File: config.mk
export PLATFORM = sky130hd
export DESIGN_NAME = mc_ctrl
export DESIGN_NICKNAME = d
export VERILOG_FILES = /design/src/rtl/mc_ctrl_pkg.sv /design/src/rtl/mc_ctrl_decode.sv /design/src/rtl/mc_ctrl.sv
export SDC_FILE = /design/constraint.sdc
export NUM_CORES = 1
export LEC_CHECK = 0
export BUFFER_PORTS_ARGS = -buffer_cell sky130_fd_sc_hd__buf_2
export CORE_MARGIN = 2
export CORE_UTILIZATION = 30
export CTS_CLUSTER_DIAMETER = 50
export CTS_CLUSTER_SIZE = 28
export DETAILED_ROUTE_END_ITERATION = 10
export PLACE_DENSITY = 0.75
export SYNTH_ARGS = -nofsm -noshare
export SYNTH_HDL_FRONTEND = slang
export SYNTH_SLANG_ARGS = --single-unit
File: constraint.sdc
create_clock -name clk -period 1.3 [get_ports clk]
set_input_delay 0.13 -clock clk [delete_from_list [all_inputs] [get_ports clk]]
set_output_delay 0.13 -clock clk [all_outputs]
set_load 0.05 [all_outputs]
File: src/rtl/mc_ctrl_pkg.sv
`default_nettype none
// ============================================================================
// Module      : mc_ctrl_pkg
// Description : Shared constants for the multi-cycle MIPS control unit:
//               opcode/funct values, ALU op codes, FSM state encodings,
//               datapath select codes and the decoded instruction class.
// Revision    : 1.0 - initial release
// ============================================================================
package mc_ctrl_pkg;

    // Register written by jal (the datapath maps reg_dst code 2 onto it)
    localparam logic [4:0] RA_REG = 5'd31;

    // Primary opcodes
    localparam logic [5:0] c_OP_RTYPE = 6'b000000;
    localparam logic [5:0] c_OP_ORI   = 6'b001101;
    localparam logic [5:0] c_OP_LUI   = 6'b001111;
    localparam logic [5:0] c_OP_LW    = 6'b100011;
    localparam logic [5:0] c_OP_SW    = 6'b101011;
    localparam logic [5:0] c_OP_BEQ   = 6'b000100;
    localparam logic [5:0] c_OP_J     = 6'b000010;
    localparam logic [5:0] c_OP_JAL   = 6'b000011;

    // R-type funct codes
    localparam logic [5:0] c_FN_ADDU  = 6'b100001;
    localparam logic [5:0] c_FN_SUBU  = 6'b100011;
    localparam logic [5:0] c_FN_JR    = 6'b001000;

    // ALU operation codes (shared with the ALU)
    localparam logic [2:0] c_ALU_ADD  = 3'd0;
    localparam logic [2:0] c_ALU_SUB  = 3'd1;
    localparam logic [2:0] c_ALU_OR   = 3'd2;
    localparam logic [2:0] c_ALU_LUI  = 3'd3;

    // FSM state encodings
    localparam logic [2:0] c_ST_FETCH  = 3'd0;
    localparam logic [2:0] c_ST_DECODE = 3'd1;
    localparam logic [2:0] c_ST_EXE    = 3'd2;
    localparam logic [2:0] c_ST_MEM    = 3'd3;
    localparam logic [2:0] c_ST_WB     = 3'd4;

    // PC source select
    localparam logic [1:0] c_PC_PLUS4  = 2'd0;
    localparam logic [1:0] c_PC_BRANCH = 2'd1;
    localparam logic [1:0] c_PC_JUMP   = 2'd2;
    localparam logic [1:0] c_PC_REG    = 2'd3;

    // Destination register select
    localparam logic [1:0] c_RD_RT     = 2'd0;
    localparam logic [1:0] c_RD_RD     = 2'd1;
    localparam logic [1:0] c_RD_RA     = 2'd2;

    // Write-data select
    localparam logic [1:0] c_WD_ALU    = 2'd0;
    localparam logic [1:0] c_WD_MEM    = 2'd1;
    localparam logic [1:0] c_WD_PC4    = 2'd2;

    // One-hot instruction class; all-zero means "execute as nop"
    typedef struct packed {
        logic addu;
        logic subu;
        logic jr;
        logic ori;
        logic lui;
        logic lw;
        logic sw;
        logic beq;
        logic j;
        logic jal;
    } instr_class_t;

endpackage : mc_ctrl_pkg
`default_nettype wire

File: src/rtl/mc_ctrl_decode.sv
`default_nettype none
// ============================================================================
// Module      : mc_decode
// Description : Purely combinational instruction decoder. Maps the IR word
//               onto a one-hot instruction class; unsupported encodings
//               (including sll $0 nop) decode to an all-zero class.
// Revision    : 1.0 - initial release
// ============================================================================
module mc_decode
    import mc_ctrl_pkg::*;
(
    input  logic [31:0]  instr,
    output instr_class_t cls
);

    logic [5:0] w_opcode;
    logic [5:0] w_funct;
    logic       w_unused_fields;

    assign w_opcode        = instr[31:26];
    assign w_funct         = instr[5:0];
    // Register/immediate fields are consumed by the datapath, not here
    assign w_unused_fields = ^instr[25:6];

    // Classify the instruction from opcode and, for R-type, funct
    always_comb begin
        cls      = '0;
        cls.addu = (w_opcode == c_OP_RTYPE) && (w_funct == c_FN_ADDU);
        cls.subu = (w_opcode == c_OP_RTYPE) && (w_funct == c_FN_SUBU);
        cls.jr   = (w_opcode == c_OP_RTYPE) && (w_funct == c_FN_JR);
        cls.ori  = (w_opcode == c_OP_ORI);
        cls.lui  = (w_opcode == c_OP_LUI);
        cls.lw   = (w_opcode == c_OP_LW);
        cls.sw   = (w_opcode == c_OP_SW);
        cls.beq  = (w_opcode == c_OP_BEQ);
        cls.j    = (w_opcode == c_OP_J);
        cls.jal  = (w_opcode == c_OP_JAL);
    end

endmodule : mc_decode
`default_nettype wire

File: src/rtl/mc_ctrl.sv
`default_nettype none
// ============================================================================
// Module      : mc_ctrl
// Description : Multi-cycle MIPS control unit. Sequences FETCH / DECODE /
//               EXE / MEM / WB and drives every datapath enable and select
//               combinationally from the state register and the IR.
// Revision    : 1.0 - initial release
// ============================================================================
module mc_ctrl
    import mc_ctrl_pkg::*;
(
    input  logic        clk,
    input  logic        reset,
    input  logic [31:0] instr,
    input  logic        alu_equal,
    output logic [2:0]  state,
    output logic        pc_write,
    output logic [1:0]  pc_src,
    output logic        ir_write,
    output logic        reg_write,
    output logic [1:0]  reg_dst,
    output logic [1:0]  wd_sel,
    output logic        alu_src_b,
    output logic        ext_op,
    output logic [2:0]  alu_op,
    output logic        mem_write,
    output logic        retire
);

    logic [2:0]   r_state;
    logic [2:0]   w_next_state;
    instr_class_t w_cls;
    logic         w_rtype_alu;
    logic         w_imm_alu;

    // Raw (unmasked) control values
    logic         w_pc_write;
    logic [1:0]   w_pc_src;
    logic         w_ir_write;
    logic         w_reg_write;
    logic [1:0]   w_reg_dst;
    logic [1:0]   w_wd_sel;
    logic         w_alu_src_b;
    logic         w_ext_op;
    logic [2:0]   w_alu_op;
    logic         w_mem_write;
    logic         w_retire;

    mc_decode u_decode (
        .instr (instr),
        .cls   (w_cls)
    );

    assign w_rtype_alu = w_cls.addu | w_cls.subu;
    assign w_imm_alu   = w_cls.ori  | w_cls.lui;

    // State register: the only flop; reset returns to FETCH immediately
    always_ff @(posedge clk or negedge reset) begin
        if (!reset) begin
            r_state <= c_ST_FETCH;
        end else begin
            r_state <= w_next_state;
        end
    end

    // Next-state logic; illegal encodings fall back to FETCH
    always_comb begin
        w_next_state = c_ST_FETCH;
        case (r_state)
            c_ST_FETCH: begin
                w_next_state = c_ST_DECODE;
            end
            c_ST_DECODE: begin
                if (w_rtype_alu || w_imm_alu || w_cls.lw || w_cls.sw || w_cls.beq)
                    w_next_state = c_ST_EXE;
                else
                    w_next_state = c_ST_FETCH;
            end
            c_ST_EXE: begin
                if (w_cls.lw || w_cls.sw)
                    w_next_state = c_ST_MEM;
                else if (w_rtype_alu || w_imm_alu)
                    w_next_state = c_ST_WB;
                else
                    w_next_state = c_ST_FETCH;
            end
            c_ST_MEM: begin
                if (w_cls.lw)
                    w_next_state = c_ST_WB;
                else
                    w_next_state = c_ST_FETCH;
            end
            default: begin
                w_next_state = c_ST_FETCH;
            end
        endcase
    end

    // Output decode from state and instruction class
    always_comb begin
        w_pc_write  = 1'b0;
        w_pc_src    = c_PC_PLUS4;
        w_ir_write  = 1'b0;
        w_reg_write = 1'b0;
        w_reg_dst   = c_RD_RT;
        w_wd_sel    = c_WD_ALU;
        w_alu_src_b = 1'b0;
        w_ext_op    = 1'b0;
        w_alu_op    = c_ALU_ADD;
        w_mem_write = 1'b0;
        w_retire    = 1'b0;

        // ALU control is set in EXE and held through MEM/WB so the address
        // and result stay stable until the instruction retires
        if ((r_state == c_ST_EXE) || (r_state == c_ST_MEM) || (r_state == c_ST_WB)) begin
            if (w_cls.subu) begin
                w_alu_op = c_ALU_SUB;
            end else if (w_cls.ori) begin
                w_alu_op    = c_ALU_OR;
                w_alu_src_b = 1'b1;
            end else if (w_cls.lui) begin
                w_alu_op    = c_ALU_LUI;
                w_alu_src_b = 1'b1;
            end else if (w_cls.lw || w_cls.sw) begin
                w_alu_src_b = 1'b1;
                w_ext_op    = 1'b1;
            end else if (w_cls.beq) begin
                w_alu_op = c_ALU_SUB;
                w_ext_op = 1'b1;
            end
        end

        case (r_state)
            c_ST_FETCH: begin
                w_ir_write = 1'b1;
                w_pc_write = 1'b1;
            end
            c_ST_DECODE: begin
                if (w_cls.j || w_cls.jal) begin
                    w_pc_write = 1'b1;
                    w_pc_src   = c_PC_JUMP;
                    w_retire   = 1'b1;
                    if (w_cls.jal) begin
                        // PC already holds PC+4 from FETCH: link that value
                        w_reg_write = 1'b1;
                        w_reg_dst   = c_RD_RA;
                        w_wd_sel    = c_WD_PC4;
                    end
                end else if (w_cls.jr) begin
                    w_pc_write = 1'b1;
                    w_pc_src   = c_PC_REG;
                    w_retire   = 1'b1;
                end else if (!(w_rtype_alu || w_imm_alu || w_cls.lw || w_cls.sw || w_cls.beq)) begin
                    w_retire = 1'b1;
                end
            end
            c_ST_EXE: begin
                if (w_cls.beq) begin
                    w_pc_src   = c_PC_BRANCH;
                    w_pc_write = alu_equal;
                    w_retire   = 1'b1;
                end
            end
            c_ST_MEM: begin
                if (w_cls.sw) begin
                    w_mem_write = 1'b1;
                    w_retire    = 1'b1;
                end
            end
            c_ST_WB: begin
                w_reg_write = 1'b1;
                w_retire    = 1'b1;
                if (w_rtype_alu) begin
                    w_reg_dst = c_RD_RD;
                end else if (w_cls.lw) begin
                    w_wd_sel = c_WD_MEM;
                end
            end
            default: begin
            end
        endcase
    end

    // Reset masks enables and selects combinationally so a pending write is
    // abandoned in the same cycle reset asserts
    assign state     = r_state;
    assign pc_write  = reset & w_pc_write;
    assign ir_write  = reset & w_ir_write;
    assign reg_write = reset & w_reg_write;
    assign mem_write = reset & w_mem_write;
    assign retire    = reset & w_retire;
    assign pc_src    = reset ? w_pc_src    : 2'd0;
    assign reg_dst   = reset ? w_reg_dst   : 2'd0;
    assign wd_sel    = reset ? w_wd_sel    : 2'd0;
    assign alu_src_b = reset & w_alu_src_b;
    assign ext_op    = reset & w_ext_op;
    assign alu_op    = reset ? w_alu_op    : 3'd0;

endmodule : mc_ctrl
`default_nettype wire

==> qor_table.md <==
| Quantity | Reported |
|---|---|
| Total routed wirelength | 2.422 mm |
| RD Place Congestion | 0.8687 |
| Synth warnings | 0 |
| Max FO, Critical Path | 4 |
| CTS tree | built |
| NetSw | 0.0005211 W |
| Antenna diodes | 0 |
| Endpoints failing setup | 16 |
| Global-route wire length before repair | 3.981 mm |
| Total core area | 1524 sq um |
| Total global routing overflow | 0 |
| Crit path kind | flip-flop to output port |
| Routed length per instance | 16.26 um |
| Clock latency of the later-clocked register in the worst-skew pair | 240 ps |
| Fmax | 567.4 MHz |
| Post-route DRC | 0 |
| Portion of the clock cycle consumed by the worst path in the final layout | 135.6% |
| Clk sink count | 3 |
| First drt pass iteration count | 4 |
| Sum Neg Setup Slack | -5340 ps |
| Violations in the final reports | negative setup slack |
| Critical-path cell list | nor3b_4 > nor2b_4 > o21a_1 > a211oi_2 > o21ai_4 > buf_6 |
| Clock Tree Buf Depth | 2 |
| Leakage power figure | 0.5255 nW |
| Remaining antenna violation count | 0 |
| Slack of the critical path | -462.3 ps |
| DRT met1 WL | 984 um |
| Width of the chip | 44.54 um |
| Mean instance size in the synthesized netlist | 6.847 sq um |
| Buffer type at the clock tree root | sky130_fd_sc_hd__clkbuf_4 |
| Top cell family by delay on the critical path | flip-flops |
| Via total after detailed routing | 784 |
| Clock edge transition at the registers on the reported setup and hold paths | 40 ps |
| Slowest cell on the critical path | sky130_fd_sc_hd__dfrtp_2 |
| Die area | 1983 sq um |
| Flip-flop count of the largest register after layout | 3 |
| Number of cells produced by synthesis | 72 |
| GRT Util Overall | 27.71% |
| Count of input and output buffers | 32 |
| # placed instances | 143 |
| Final slew viol count | 0 |
| Amount of wire on met2 after detailed routing | 1.337 mm |
| Post-synth ARST share | 100.0% |
| Critical path data arrival time | 1630 ps |
| Tmin final | 1762 ps |
| Total buffers and inverters traversed by the critical path | 1 |
| Register area share after synthesis | 15.23% |
| Run status | finished with violations |
| Required @ worst endpoint | 1170 ps |
| Maximum clock skew at final layout | 3.869 ps |
| Count of final hold-check violations | 0 |
| Placement Setup Slack | -524.7 ps |
| Fraction of power consumed by combinational cells | 71.4% |
| Number of antenna violations at the first check in global routing | 0 |
| Syn Std Cell Area | 493.0 sq um |
| Area added between synthesis and finish | 154.8% |
| Most common flop cell mapped by yosys | sky130_fd_sc_hd__dfrtp_1 |
| Fraction of layout cells with a size suffix above 1 | 76.69% |
| Cell internal power dissipation | 0.0006009 W |
| Number of library cell types mapped by synthesis | 31 |
| Maximum number of pins on one net before global-route repair | 7 |
| RSZ-0062 raised after global routing | true |
| Deepest level of the CTS H-tree | 1 |
| Amount of wire on met3 after detailed routing | 86 um |
| Largest vdd supply drop | 0.9638 mV |
| Sum of internal, switching and leakage power | 0.001122 W |
| Average vias per placed instance | 5.262 |
| Class of the worst hold path | input port to flip-flop |
| Num rows | 14 |
| Number of flops mapped to enable cells by yosys | 0 |
| Number of synthesized register bits | 3 |
| Starting Density | 32.35% |
| Power density cells | 893.1 nW/um^2 |
| Slowest stage delay, CP | 440 ps |
| DRC violation total after the first TritonRoute iteration | 12 |
| Category of the worst setup path launch point | flip-flop |
| Highest signal layer in the routed design | met4 |
| Net switching fraction of the power | 46.44% |
| Sequential group share of total power | 13.6% |
| Die boundary height | 44.54 um |
| I/O pins | 54 |
| Final core utilization | 82.43% |
| Final standard cell count with taps included and fillers excluded | 149 |
| Total number of nets in the final design | 169 |
| Net count after synthesis | 107 |
| CTS buffer count | 3 |
| Via count of the first global-routing pass | 880 |
| Max-cap violations | 0 |
| Share of total power in the clock network | 15.0% |
| Post-DP HPWL | 1.710 mm |
| Kind of end point of the critical path | output port |
[timing repair]
action | in CTS | in global routing
hold endpoints to repair | 3 | 0
endpoints found under the setup margin | 16 | 18
hold buffers | 1 | 0
gates resized for setup | 48 | 8
buffers inserted | 3 | 1
pin swaps | 13 | 8
[synth_stat cells (2+ instances only)]
library cell	count	area, sq um
sky130_fd_sc_hd__nand2_1	10	37.54
sky130_fd_sc_hd__nor2_1	9	33.78
sky130_fd_sc_hd__o21ai_0	7	35.03
sky130_fd_sc_hd__a21oi_1	4	20.02
sky130_fd_sc_hd__nor3_1	4	20.02
sky130_fd_sc_hd__buf_4	3	22.52
sky130_fd_sc_hd__dfrtp_1	3	75.07
sky130_fd_sc_hd__nor3b_1	3	22.52
sky130_fd_sc_hd__a21boi_0	2	15.01
sky130_fd_sc_hd__inv_1	2	7.510
sky130_fd_sc_hd__nand4b_1	2	17.52
sky130_fd_sc_hd__nor2b_1	2	12.51
sky130_fd_sc_hd__o21a_1	2	15.01
sky130_fd_sc_hd__or4_4	2	22.52
[cell usage in the layout (no fill, tap or decap), types with 2 or more instances in the layout]
cell type,instances
sky130_fd_sc_hd__nor2_4,5
sky130_fd_sc_hd__nand2_2,3
sky130_fd_sc_hd__o21ai_0,3
sky130_fd_sc_hd__nor2_1,2
sky130_fd_sc_hd__a21oi_4,3
sky130_fd_sc_hd__nor3_4,2
sky130_fd_sc_hd__o21a_1,2
sky130_fd_sc_hd__nor3_2,2
sky130_fd_sc_hd__buf_2,13
sky130_fd_sc_hd__clkbuf_4,3
sky130_fd_sc_hd__inv_1,2
sky130_fd_sc_hd__dfrtp_2,3
sky130_fd_sc_hd__or4_4,2
sky130_fd_sc_hd__buf_6,21
sky130_fd_sc_hd__nand4b_1,2
sky130_fd_sc_hd__o21ai_1,2
sky130_fd_sc_hd__nor2_2,2
sky130_fd_sc_hd__nand2_4,2
sky130_fd_sc_hd__nand2_1,4
sky130_fd_sc_hd__buf_4,25
[per-layer routing]
metal,GRT usage [%],vias to the layer above
li1,-,387
met5,0,-
met2,49.28,25
met3,6.122,2
met4,9.697,0
met1,32.11,370
[worst min-delay path: cells and delay by family]
| kind | cells | cell delay (ps) |
|---|---|---|
| buffers and inverters | 2 | 230 |
| AOI/OAI and AO/OA | 1 | 140 |
| and+or+nand+nor | 2 | 110 |
[power groups by stage]
stage | registers [W] | clock network, W | logic (W)
6_report | 0.000152 | 0.000168 | 0.000801
5_1_grt | 0.000153 | 0.000185 | 0.000844
4_1_cts | 0.000149 | 0.000172 | 0.000750
3_5_place_dp | 0.000156 | 0 | 0.000636
3_3_place_gp | 0.000149 | 0 | 0.000628
2_1_floorplan | 0.000194 | 0 | 0.000358
[cell type report]
type / count / area, sq um
multi-input combinational: 63 / 609.3
timing repair buffer: 61 / 514.2
fill: 99 / 267.8
sequential: 3 / 78.83
clock buffer: 4 / 26.28
tap: 16 / 20.02
inverter: 2 / 7.507
[logic make-up (layout without fill, tap and decap cells)]
family                 count (synthesis)  count (layout)  synth area share, %
AO/OA/AOI/OAI                         21              21                26.65
other                                  1               1               0.7607
buffers and inverters                  6              67                6.852
flip-flops                             3               3                15.23
AND/OR/NAND/NOR                       41              41                50.51
[per-stage QoR]
step	instance area [sq um]	hold slack, ps
floorplan	669.4	-165.6
global placement	1018	73.96
detailed placement	1018	81.36
CTS	1229	418.2
global route	1256	419.0
finish	1256	409.5
[path summary, 6_finish.rpt]
kind	start	to	slack [ps]	depth (start not counted)
hold reg to reg	state[1]	state[0]	660	2
setup reg to reg	state[0]	state[1]	90	5
setup / recovery	state[1]	retire	-460	6
max in group asynchronous	reset	state[2]	710	3
hold / removal	instr[29]	state[2]	410	5
min in group asynchronous	reset	state[0]	420	3
(Power assumes the default switching activity.)
